<file path="src/rtl/digota_pkg.sv">
// Shared types and default constants for the digital-OTA comparator back end.
package digota_pkg;

  localparam int unsigned DIGOTA_OSR_LOG2      = 6;
  localparam int unsigned DIGOTA_SYNC_STAGES   = 2;
  localparam int unsigned DIGOTA_SETTLE_CYCLES = 4;

  // Ones-count of a full window is 2^OSR_LOG2, one bit wider than the window index
  localparam int unsigned DIGOTA_SAMPLE_W = DIGOTA_OSR_LOG2 + 1;

  typedef enum logic [1:0] {
    ST_IDLE   = 2'd0,
    ST_SETTLE = 2'd1,
    ST_ACCUM  = 2'd2
  } state_t;

endpackage

</file>
<file path="src/rtl/digota_sd_decimator_if.sv">
// Decimated-sample valid/ready port between the decimator and its consumer.
interface digota_sd_decimator_if #(
  parameter int unsigned SAMPLE_W = digota_pkg::DIGOTA_SAMPLE_W
);
  logic [SAMPLE_W-1:0] sample;
  logic                sample_valid;
  logic                sample_ready;

  modport master (output sample, output sample_valid, input  sample_ready);
  modport slave  (input  sample, input  sample_valid, output sample_ready);
endinterface

</file>
<file path="src/rtl/digota_sync.sv">
// Multi-flop single-bit synchroniser with synchronous reset to 0.
module digota_sync #(
  parameter int unsigned STAGES = digota_pkg::DIGOTA_SYNC_STAGES
) (
  input  logic clk,
  input  logic rst,
  input  logic d,
  output logic q
);

  logic [STAGES-1:0] chain;

  always_ff @(posedge clk) begin
    if (rst) chain <= '0;
    else     chain <= {chain[STAGES-2:0], d};
  end

  assign q = chain[STAGES-1];

endmodule

</file>
<file path="src/rtl/digota_sd_decimator.sv">
// Synchronises the comparator decision, feeds it back to the DAC and boxcar-decimates
// it into ones-counts over 2^OSR_LOG2-cycle windows presented on a valid/ready port.
module digota_sd_decimator
  import digota_pkg::*;
#(
  parameter int unsigned OSR_LOG2      = DIGOTA_OSR_LOG2,
  parameter int unsigned SYNC_STAGES   = DIGOTA_SYNC_STAGES,
  parameter int unsigned SETTLE_CYCLES = DIGOTA_SETTLE_CYCLES
) (
  input  logic                          clk,
  input  logic                          rst,
  input  logic                          en,
  input  logic                          cmp_in,
  output logic                          fb_out,
  output logic                          overrun,
  output logic                          busy,
  digota_sd_decimator_if.master         out_if
);

  localparam int unsigned SW  = OSR_LOG2 + 1;
  localparam int unsigned SCW = (SETTLE_CYCLES > 1) ? $clog2(SETTLE_CYCLES) : 1;
  localparam logic [OSR_LOG2-1:0] WIN_LAST    = '1;
  localparam logic [SCW-1:0]      SETTLE_LAST = SCW'(SETTLE_CYCLES - 1);

  state_t               state, state_n;
  logic                 s_bit;
  logic [SCW-1:0]       settle_cnt, settle_cnt_n;
  logic [OSR_LOG2-1:0]  win_cnt, win_cnt_n;
  logic [SW-1:0]        acc, acc_n;
  logic [SW-1:0]        sample_n;
  logic                 valid_n, overrun_n, window_done;

  digota_sync #(.STAGES(SYNC_STAGES)) u_sync (
    .clk (clk),
    .rst (rst),
    .d   (cmp_in),
    .q   (s_bit)
  );

  assign fb_out = s_bit;

  // State register; busy is registered alongside the state it reflects
  always_ff @(posedge clk) begin
    if (rst) begin
      state <= ST_IDLE;
      busy  <= 1'b0;
    end else begin
      state <= state_n;
      busy  <= (state_n != ST_IDLE);
    end
  end

  // Next-state logic
  always_comb begin
    state_n = state;
    case (state)
      ST_IDLE:   if (en) state_n = ST_SETTLE;
      ST_SETTLE: begin
        if (!en)                            state_n = ST_IDLE;
        else if (settle_cnt == SETTLE_LAST) state_n = ST_ACCUM;
      end
      ST_ACCUM:  if (!en) state_n = ST_IDLE;
      default:   state_n = ST_IDLE;
    endcase
  end

  // Datapath next values; counters default to 0 so IDLE and window restarts clear them
  always_comb begin
    settle_cnt_n = '0;
    win_cnt_n    = '0;
    acc_n        = '0;
    window_done  = 1'b0;
    case (state)
      ST_SETTLE: begin
        if (en && settle_cnt != SETTLE_LAST) settle_cnt_n = settle_cnt + SCW'(1);
      end
      ST_ACCUM: begin
        if (en) begin
          if (win_cnt == WIN_LAST) begin
            window_done = 1'b1;
          end else begin
            win_cnt_n = win_cnt + OSR_LOG2'(1);
            acc_n     = acc + SW'(s_bit);
          end
        end
      end
      default: ;
    endcase

    sample_n  = out_if.sample;
    valid_n   = out_if.sample_valid;
    overrun_n = overrun;
    // A completing window wins over a transfer; overwriting an unconsumed result is an overrun
    if (window_done) begin
      sample_n = acc + SW'(s_bit);
      valid_n  = 1'b1;
      if (out_if.sample_valid && !out_if.sample_ready) overrun_n = 1'b1;
    end else if (out_if.sample_valid && out_if.sample_ready) begin
      valid_n = 1'b0;
    end
  end

  always_ff @(posedge clk) begin
    if (rst) begin
      settle_cnt          <= '0;
      win_cnt             <= '0;
      acc                 <= '0;
      out_if.sample       <= '0;
      out_if.sample_valid <= 1'b0;
      overrun             <= 1'b0;
    end else begin
      settle_cnt          <= settle_cnt_n;
      win_cnt             <= win_cnt_n;
      acc                 <= acc_n;
      out_if.sample       <= sample_n;
      out_if.sample_valid <= valid_n;
      overrun             <= overrun_n;
    end
  end

endmodule

</file>
<file path="src/flat_wrapper.sv">
// flat-port wrapper written by rule: the top's interface ports become plain ports
module digota_sd_decimator_flat import digota_pkg::*;
#(
  parameter int unsigned OSR_LOG2      = DIGOTA_OSR_LOG2,
  parameter int unsigned SYNC_STAGES   = DIGOTA_SYNC_STAGES,
  parameter int unsigned SETTLE_CYCLES = DIGOTA_SETTLE_CYCLES
)
  (clk, rst, en, cmp_in, fb_out, overrun, busy, out_if_sample, out_if_sample_valid, out_if_sample_ready);
  digota_sd_decimator_if out_if_i ();
  input  logic clk;
  input  logic rst;
  input  logic en;
  input  logic cmp_in;
  output logic fb_out;
  output logic overrun;
  output logic busy;
  output wire logic [$bits(out_if_i.sample)-1:0] out_if_sample;
  output wire logic [$bits(out_if_i.sample_valid)-1:0] out_if_sample_valid;
  input wire logic [$bits(out_if_i.sample_ready)-1:0] out_if_sample_ready;
  assign out_if_sample = out_if_i.sample;
  assign out_if_sample_valid = out_if_i.sample_valid;
  assign out_if_i.sample_ready = out_if_sample_ready;
  digota_sd_decimator #(.OSR_LOG2(OSR_LOG2), .SYNC_STAGES(SYNC_STAGES), .SETTLE_CYCLES(SETTLE_CYCLES)) u_core (.clk(clk), .rst(rst), .en(en), .cmp_in(cmp_in), .fb_out(fb_out), .overrun(overrun), .busy(busy), .out_if(out_if_i));
endmodule
</file>
<file path="config.mk">
export PLATFORM = sky130hd
export DESIGN_NAME = digota_sd_decimator_flat
export DESIGN_NICKNAME = d
export VERILOG_FILES = /design/src/rtl/digota_pkg.sv /design/src/rtl/digota_sd_decimator_if.sv /design/src/rtl/digota_sync.sv /design/src/rtl/digota_sd_decimator.sv /design/src/flat_wrapper.sv
export SDC_FILE = /design/constraint.sdc
export NUM_CORES = 1
export LEC_CHECK = 0
export ABC_AREA = 1
export ABC_CLOCK_PERIOD_IN_PS = 1200
export CAP_MARGIN = 5
export CORE_UTILIZATION = 45
export DETAILED_ROUTE_END_ITERATION = 8
export PLACE_DENSITY = 0.7
export SETUP_SLACK_MARGIN = 0.15
export SLEW_MARGIN = 20
export SYNTH_ARGS = -nofsm -noshare
export SYNTH_HDL_FRONTEND = slang
export SYNTH_HIERARCHICAL = 1
export SYNTH_SLANG_ARGS = --single-unit
</file>
<file path="constraint.sdc">
create_clock -name clk -period 1.2 [get_ports clk]
set_input_delay 0.18 -clock clk [delete_from_list [all_inputs] [get_ports clk]]
set_output_delay 0.18 -clock clk [all_outputs]
set_load 0.02 [all_outputs]
</file>
==> results of run 1 <==
cell families after synthesis:
| logic type | share of synthesized area |
|---|---|
| buffers and inverters | 0.09670 |
| flip-flops | 0.4774 |
| adder cells (fa/ha/maj) | 0.04115 |
| AO/OA/AOI/OAI | 0.07922 |
| AND/OR/NAND/NOR | 0.2840 |
| XOR/XNOR | 0.02161 |
synth_stat cells, drive strengths merged:
| cell type | n |
|---|---|
| nor3 | 6 |
| nor3b | 1 |
| ha | 4 |
| o21ai | 2 |
| a211oi | 1 |
| a21oi | 9 |
| buf | 2 |
| nand2 | 22 |
| inv | 26 |
| nand3b | 1 |
| nand3 | 11 |
| xnor2 | 2 |
| o21bai | 4 |
| dfxtp | 29 |
| nor2 | 31 |
| clkbuf | 1 |
| xor2 | 1 |
power by group through the flow:
stage | Sequential, mW | Combinational, mW | Clock, mW
floorplan | 0.999 | 0.0196 | 0
global placement | 0.995 | 0.0571 | 0
detailed placement | 0.996 | 0.0589 | 0
CTS | 0.974 | 0.0574 | 0.574
global route | 0.975 | 0.0696 | 0.625
finish | 0.974 | 0.0631 | 0.559
worst max-delay path, delay by kind of cell, from the launching register on:
family / cells / cell delay [ps]
adders and majority gates: 1 / 150
and+or+nand+nor: 2 / 150
AOI/OAI and AO/OA: 1 / 160
DFF: 1 / 360
buffers and inverters: 2 / 330
registers in the layout, summed over array words and instances (netlist names):
name / flops
u_core/u_sync/chain: 2
u_core/overrun: 1
u_core/out_if.sample_valid: 1
u_core/win_cnt: 6
u_core/out_if.sample: 7
u_core/settle_cnt: 2
u_core/acc: 7
u_core/state: 2
u_core/busy: 1
final cells by class:
class | count | area, µm²
multi-input combinational | 96 | 719.4
fill | 190 | 715.7
sequential | 29 | 599.3
timing repair buffer | 36 | 304.0
inverter | 26 | 97.59
clock buffer | 8 | 48.80
tap | 30 | 37.54
worst min-delay path by stage:
stage,cells past startpoint,slack [ps],start,to
global route,3,390,cmp_in,u_core/u_sync/chain[0]
global placement,2,390,u_core/u_sync/chain[0],u_core/u_sync/chain[1]
finish,3,380,cmp_in,u_core/u_sync/chain[0]
detailed placement,2,390,u_core/u_sync/chain[0],u_core/u_sync/chain[1]
CTS,3,370,cmp_in,u_core/u_sync/chain[0]
floorplan,1,240,rst,u_core/u_sync/chain[1]
stage by stage:
step | hold slack, ps | setup WS [ps]
after floorplan | 241.6 | 5.264
after global placement | 386.0 | -126.9
after detailed placement | 392.1 | -223.4
after CTS | 370.6 | -67.39
after global routing | 388.5 | -106.4
final | 379.7 | -48.55
what timing repair did:
item / CTS / global route
pin swaps: 10 / 17
cloned: 1 / 0
resized for setup: 56 / 40
endpoints found under the setup margin: 33 / 35
setup buffers: 5 / 4
per-layer routing:
metal  track usage  up-vias
met1        0.2051      518
met4        0.1026        0
met2        0.3477       18
met3        0.1045        4
li1              -      563
met5             0        -
==> flow_metrics.tcl, run 1 <==
set metrics [dict create \
    critPathRequiredTime_ps 1420 \
    initial_core_util 0.4821 \
    power.density_nw_per_um2 883.6 \
    p_seq_frac 0.610 \
    fin_tns_setup_ps -491.8 \
    cts_buffer_depth 2 \
    vias 1103 \
    drt_pass1_iterations 4 \
    num-nets-final 203 \
    slew-limit-headroom 0.8420 \
    max_freq_mhz 800.9 \
    synthToLayoutAreaGrowth_pct 48.56 \
    die-height_um 53.99 \
    synth_top_area_share 0.4774 \
    initialDrtViolationCount 7 \
    setup_slack_ps -48.55 \
    cp_max_fo 13 \
    antenna_found_initial 0 \
    cts.clk_slew.worst_paths_ps 80 \
    die_w_um 53.99 \
    min_period_ps 1249 \
    slowest_delay_ps 360 \
    fp.coreArea_um2 2522 \
    grt_util_all_layers 0.2050 \
    fp-row-count 18 \
    clkPwrFrac 0.350 \
    port_buffers 15 \
    p_int_mw 1.236 \
    fin_cells 225 \
    place_congestion 0.7604 \
    insertion_delay_ps 330 \
    endpoint "u_core/acc[3]" \
    cts_hold_buf 0 \
    fin_skew_ps 11.33 \
    cp-start-kind "flop" \
    syn_nets 162 \
    met3_wirelength_um 112 \
    antenna_cells 0 \
    route.met2.wl_um 1466 \
    swShare 0.2257 \
    dpl-instance-area_um2 1533 \
    utilization 0.7163 \
    dp_hpwl_um 1757 \
    setup_violations 15 \
    via_per_inst 4.902 \
    regToRegEndpoint "u_core/acc[3]" \
    worst_slew_pin_slew_ps 234.6 \
    post_drt_wl_per_cell_um 12.28 \
    wl_met1_um 1142 \
    syn_area_um2 1216 \
    grt_max_degree 14 \
    layout-drive-gt1-share 0.4410 \
    clock-sinks 29 \
    path_class "reg2reg" \
    final_max_slew_viol_count 0 \
    cp_cell_sequence "ha_4 -> nand3_4 -> buf_4 -> o21ai_4 -> buf_12 -> nor3_1" \
    cts_tree "yes" \
    dieArea_um2 2914 \
    grt_pass1_wl_um 3960 \
    wirelength_um 2762 \
    cts_root_buf "clkbuf_4" \
    cpMaxStageDelayCell "dfxtp_2" \
    grt_setup_unrepaired "true" \
    rrSetupSlack_ps -50 \
    ir_drop_mv 0.8843 \
    crit-reg2reg-launch "u_core/win_cnt[0]" \
    final_cell_mix "buf_4, inv_1, nor2_1" \
    io-pin-count 16 \
    synthCells 153 \
    yosys_warnings 6 \
    outcome "finished, violations left" \
    fin_area_um2 1807 \
    worstPathArrival_ps 1470 \
    placedCellCount 207 \
    end_kind "flop" \
    maxCapViolations 0 \
    grt_remaining_overflow 0 \
    p_total_mw 1.596 \
    startpoint "u_core/win_cnt[0]" \
    power_frac_comb 0.039 \
    drc 0 \
    cts_max_level 2 \
    leakagePower_nw 0.7592 \
    reg2regPathDepth 6 \
    p_sw_mw 0.3602 \
    route.antenna.remaining_nets 0 \
    synth-seq-cells 29 \
    violations "setup timing" \
    cts_inserted_buffers 5 \
    hold_viol 0 \
    yosys.area.top_type "dfxtp_1" \
    top_layer "met4" \
    layout_commonest_cell "buf_4" \
    hold_class "in2reg" \
    synth.distinct_cells 25 \
    fin_crit_sh 1.040 \
    synth_area_leaders "dfxtp_1, nor2_1, inv_1" \
    seq_area_frac_synth 0.4774 \
    avgSynthCellArea_um2 7.949 \
    grt_pass1_vias 969 \
]
Power figures use the tool's default switching activity.
==> inputs of run 2 (changes only) <==
- ABC_AREA: 1 -> 0
- ABC_CLOCK_PERIOD_IN_PS: 1200 -> default
- PLACE_DENSITY: 0.7 -> 0.71
- TNS_END_PERCENT: default -> 100
==> flow_metrics.tcl, run 2 <==
set metrics [dict create \
    outcome "finished, violations left" \
    violations "setup timing" \
    final_max_slew_viol_count 0 \
    wirelength_um 2326 \
    grt_remaining_overflow 0 \
    place_congestion 0.7236 \
    path_class "reg2reg" \
    synth-main-ff-cell "dfxtp_1" \
    crit-reg2reg-launch "u_core/win_cnt[1]" \
    die-height_um 51.38 \
    route.antenna.remaining_nets 0 \
    dp_hpwl_um 1522 \
    cts_inserted_buffers 5 \
    hold_viol 0 \
    min_period_ps 1308 \
    fp.coreArea_um2 2255 \
    grt_setup_unrepaired "true" \
    synth_top_area_share 0.5291 \
    rrSetupSlack_ps -110 \
    final_cell_mix "buf_4, dfxtp_1, nor2_1" \
    layout_commonest_cell "buf_4" \
    initial_core_util 0.4867 \
    fin_skew_ps 10.82 \
    synth.distinct_cells 24 \
    fin_tns_setup_ps -463.3 \
    cts_hold_buf 0 \
    cts.clk_slew.worst_paths_ps 90 \
    seq_area_frac_synth 0.5291 \
    end_kind "flop" \
    fin_cells 179 \
    antenna_found_initial 0 \
    drc 0 \
    async_flop_share 0 \
    post_drt_wl_per_cell_um 12.99 \
    cts_buffer_depth 2 \
    endpoint "u_core/out_if.sample[5]" \
    slew-limit-headroom 0.8075 \
    swShare 0.1921 \
    yosys_warnings 6 \
    grt_max_degree 12 \
    nFillCells 172 \
    placedCellCount 164 \
    grt_util_all_layers 0.1984 \
    p_seq_frac 0.524 \
    syn_area_um2 1097 \
    leakagePower_nw 0.6507 \
    setup_violations 12 \
    startpoint "u_core/win_cnt[1]" \
    synthToLayoutAreaGrowth_pct 52.22 \
    fin_crit_sh 1.090 \
    cts_tree "yes" \
    critPathRequiredTime_ps 1450 \
    vias 872 \
    regToRegEndpoint "u_core/out_if.sample[5]" \
    cp-start-kind "flop" \
    synth_edf_count 0 \
    grt_pass1_wl_um 3657 \
    setup_slack_ps -108.5 \
    clkPwrFrac 0.444 \
    cts_root_buf "clkbuf_4" \
    antenna_cells 0 \
    yosys.area.top_type "dfxtp_1" \
    worst_slew_pin_slew_ps 287.7 \
    synth_area_leaders "dfxtp_1, nor2_1, xor2_1" \
    num-nets-final 159 \
    cts_max_level 2 \
    via_per_inst 4.872 \
    reg_top3 "u_core/acc x7, u_core/out_if.sample x7, u_core/win_cnt x6" \
    syn_nets 118 \
    power_frac_comb 0.032 \
    fp-row-count 17 \
    ir_drop_mv 1.155 \
    power.density_nw_per_um2 1109 \
    max_freq_mhz 764.3 \
    drt_pass1_iterations 4 \
    layout-drive-gt1-share 0.4967 \
    port_buffers 15 \
    die_w_um 51.38 \
    p_int_mw 1.497 \
    maxCapViolations 0 \
    grt_pass1_vias 880 \
    p_sw_mw 0.3559 \
    avgSynthCellArea_um2 10.07 \
    synth-seq-cells 29 \
    synthCells 109 \
    io-pin-count 16 \
    initialDrtViolationCount 12 \
    synth_common_cells "dfxtp_1, nor2_1, inv_1, nand3_1, xor2_1" \
    cp_max_fo 7 \
    hold_class "in2reg" \
    dieArea_um2 2640 \
    reg2regPathDepth 7 \
    clock-sinks 29 \
    worstPathArrival_ps 1560 \
    synth.most_common_cell "dfxtp_1" \
    insertion_delay_ps 320 \
]
run 2: worst min-delay path by stage:
stage / startpoint / end / slack (ps) / cells after the start
5_1_grt: cmp_in / u_core/u_sync/chain[0] / 410 / 2
3_5_place_dp: u_core/u_sync/chain[0] / u_core/u_sync/chain[1] / 430 / 1
4_1_cts: cmp_in / u_core/u_sync/chain[0] / 410 / 2
6_report: cmp_in / u_core/u_sync/chain[0] / 420 / 2
3_3_place_gp: u_core/settle_cnt[0] / u_core/settle_cnt[0] / 420 / 1
2_1_floorplan: rst / u_core/u_sync/chain[1] / 240 / 1
run 2: what timing repair did:
action / CTS / global route
setup endpoints to repair: 31 / 31
pin swaps: 5 / 8
setup buffers: 3 / 4
resized for setup: 56 / 18
run 2: worst max-delay path, stage by stage, from the launching register on:
cell	delay [ps]
dfxtp_2	360
ha_4	150
nand4_4	90
nor3_4	170
buf_12	150
buf_12	110
nor2_2	30
a211oi_2	180
run 2: metal layers:
metal | track usage | vias up | routed length (µm)
met2 | 0.3398 | 19 | 1197
met1 | 0.2070 | 409 | 983
met3 | 0.08631 | 7 | 91
li1 | - | 437 | -
met5 | 0 | - | 0
met4 | 0.09009 | 0 | 53
run 2: cells by family (layout without fill, tap and decap cells):
group,Yosys count,in the layout,synth area share
AO/OA/AOI/OAI,9,9,0.07069
XOR/XNOR,9,9,0.07184
adder cells (fa/ha/maj),4,4,0.04561
buffers and inverters,10,52,0.04446
flip-flops,29,29,0.5291
multiplexers,3,3,0.02737
AND/OR/NAND/NOR,45,45,0.2110
run 2: cell type report:
class	count	area, µm²	share of cell area
Timing Repair Buffer	38	330.3	0.1978
Sequential cell	29	593.1	0.3551
Clock buffer	7	55.05	0.03296
Tap cell	28	35.03	0.02097
Clock inverter	1	30.03	0.01798
Inverter	6	22.52	0.01348
Multi-Input combinational cell	70	604.3	0.3618
run 2: per-stage QoR:
step	utilization	setup slack (ps)	cell area, µm²	power [mW]	hold slack [ps]
floorplan	-	-13.09	1175	1.019	241.9
global placement	0.6493	-294.5	1464	1.048	416.7
detailed placement	0.6493	-341.9	1464	1.049	430.5
CTS	0.7009	-60.89	1580	1.862	411.0
global route	0.7408	-198.6	1670	1.920	410.4
finish	0.7408	-108.5	1670	1.853	421.9
run 2: power groups by stage:
| stage | registers, mW | clock network, mW | logic [mW] |
|---|---|---|---|
| finish | 0.972 | 0.822 | 0.0594 |
| global route | 0.973 | 0.884 | 0.0635 |
| detailed placement | 0.994 | 0 | 0.0546 |
| floorplan | 0.999 | 0 | 0.0201 |
| global placement | 0.994 | 0 | 0.0533 |
| CTS | 0.972 | 0.839 | 0.0518 |
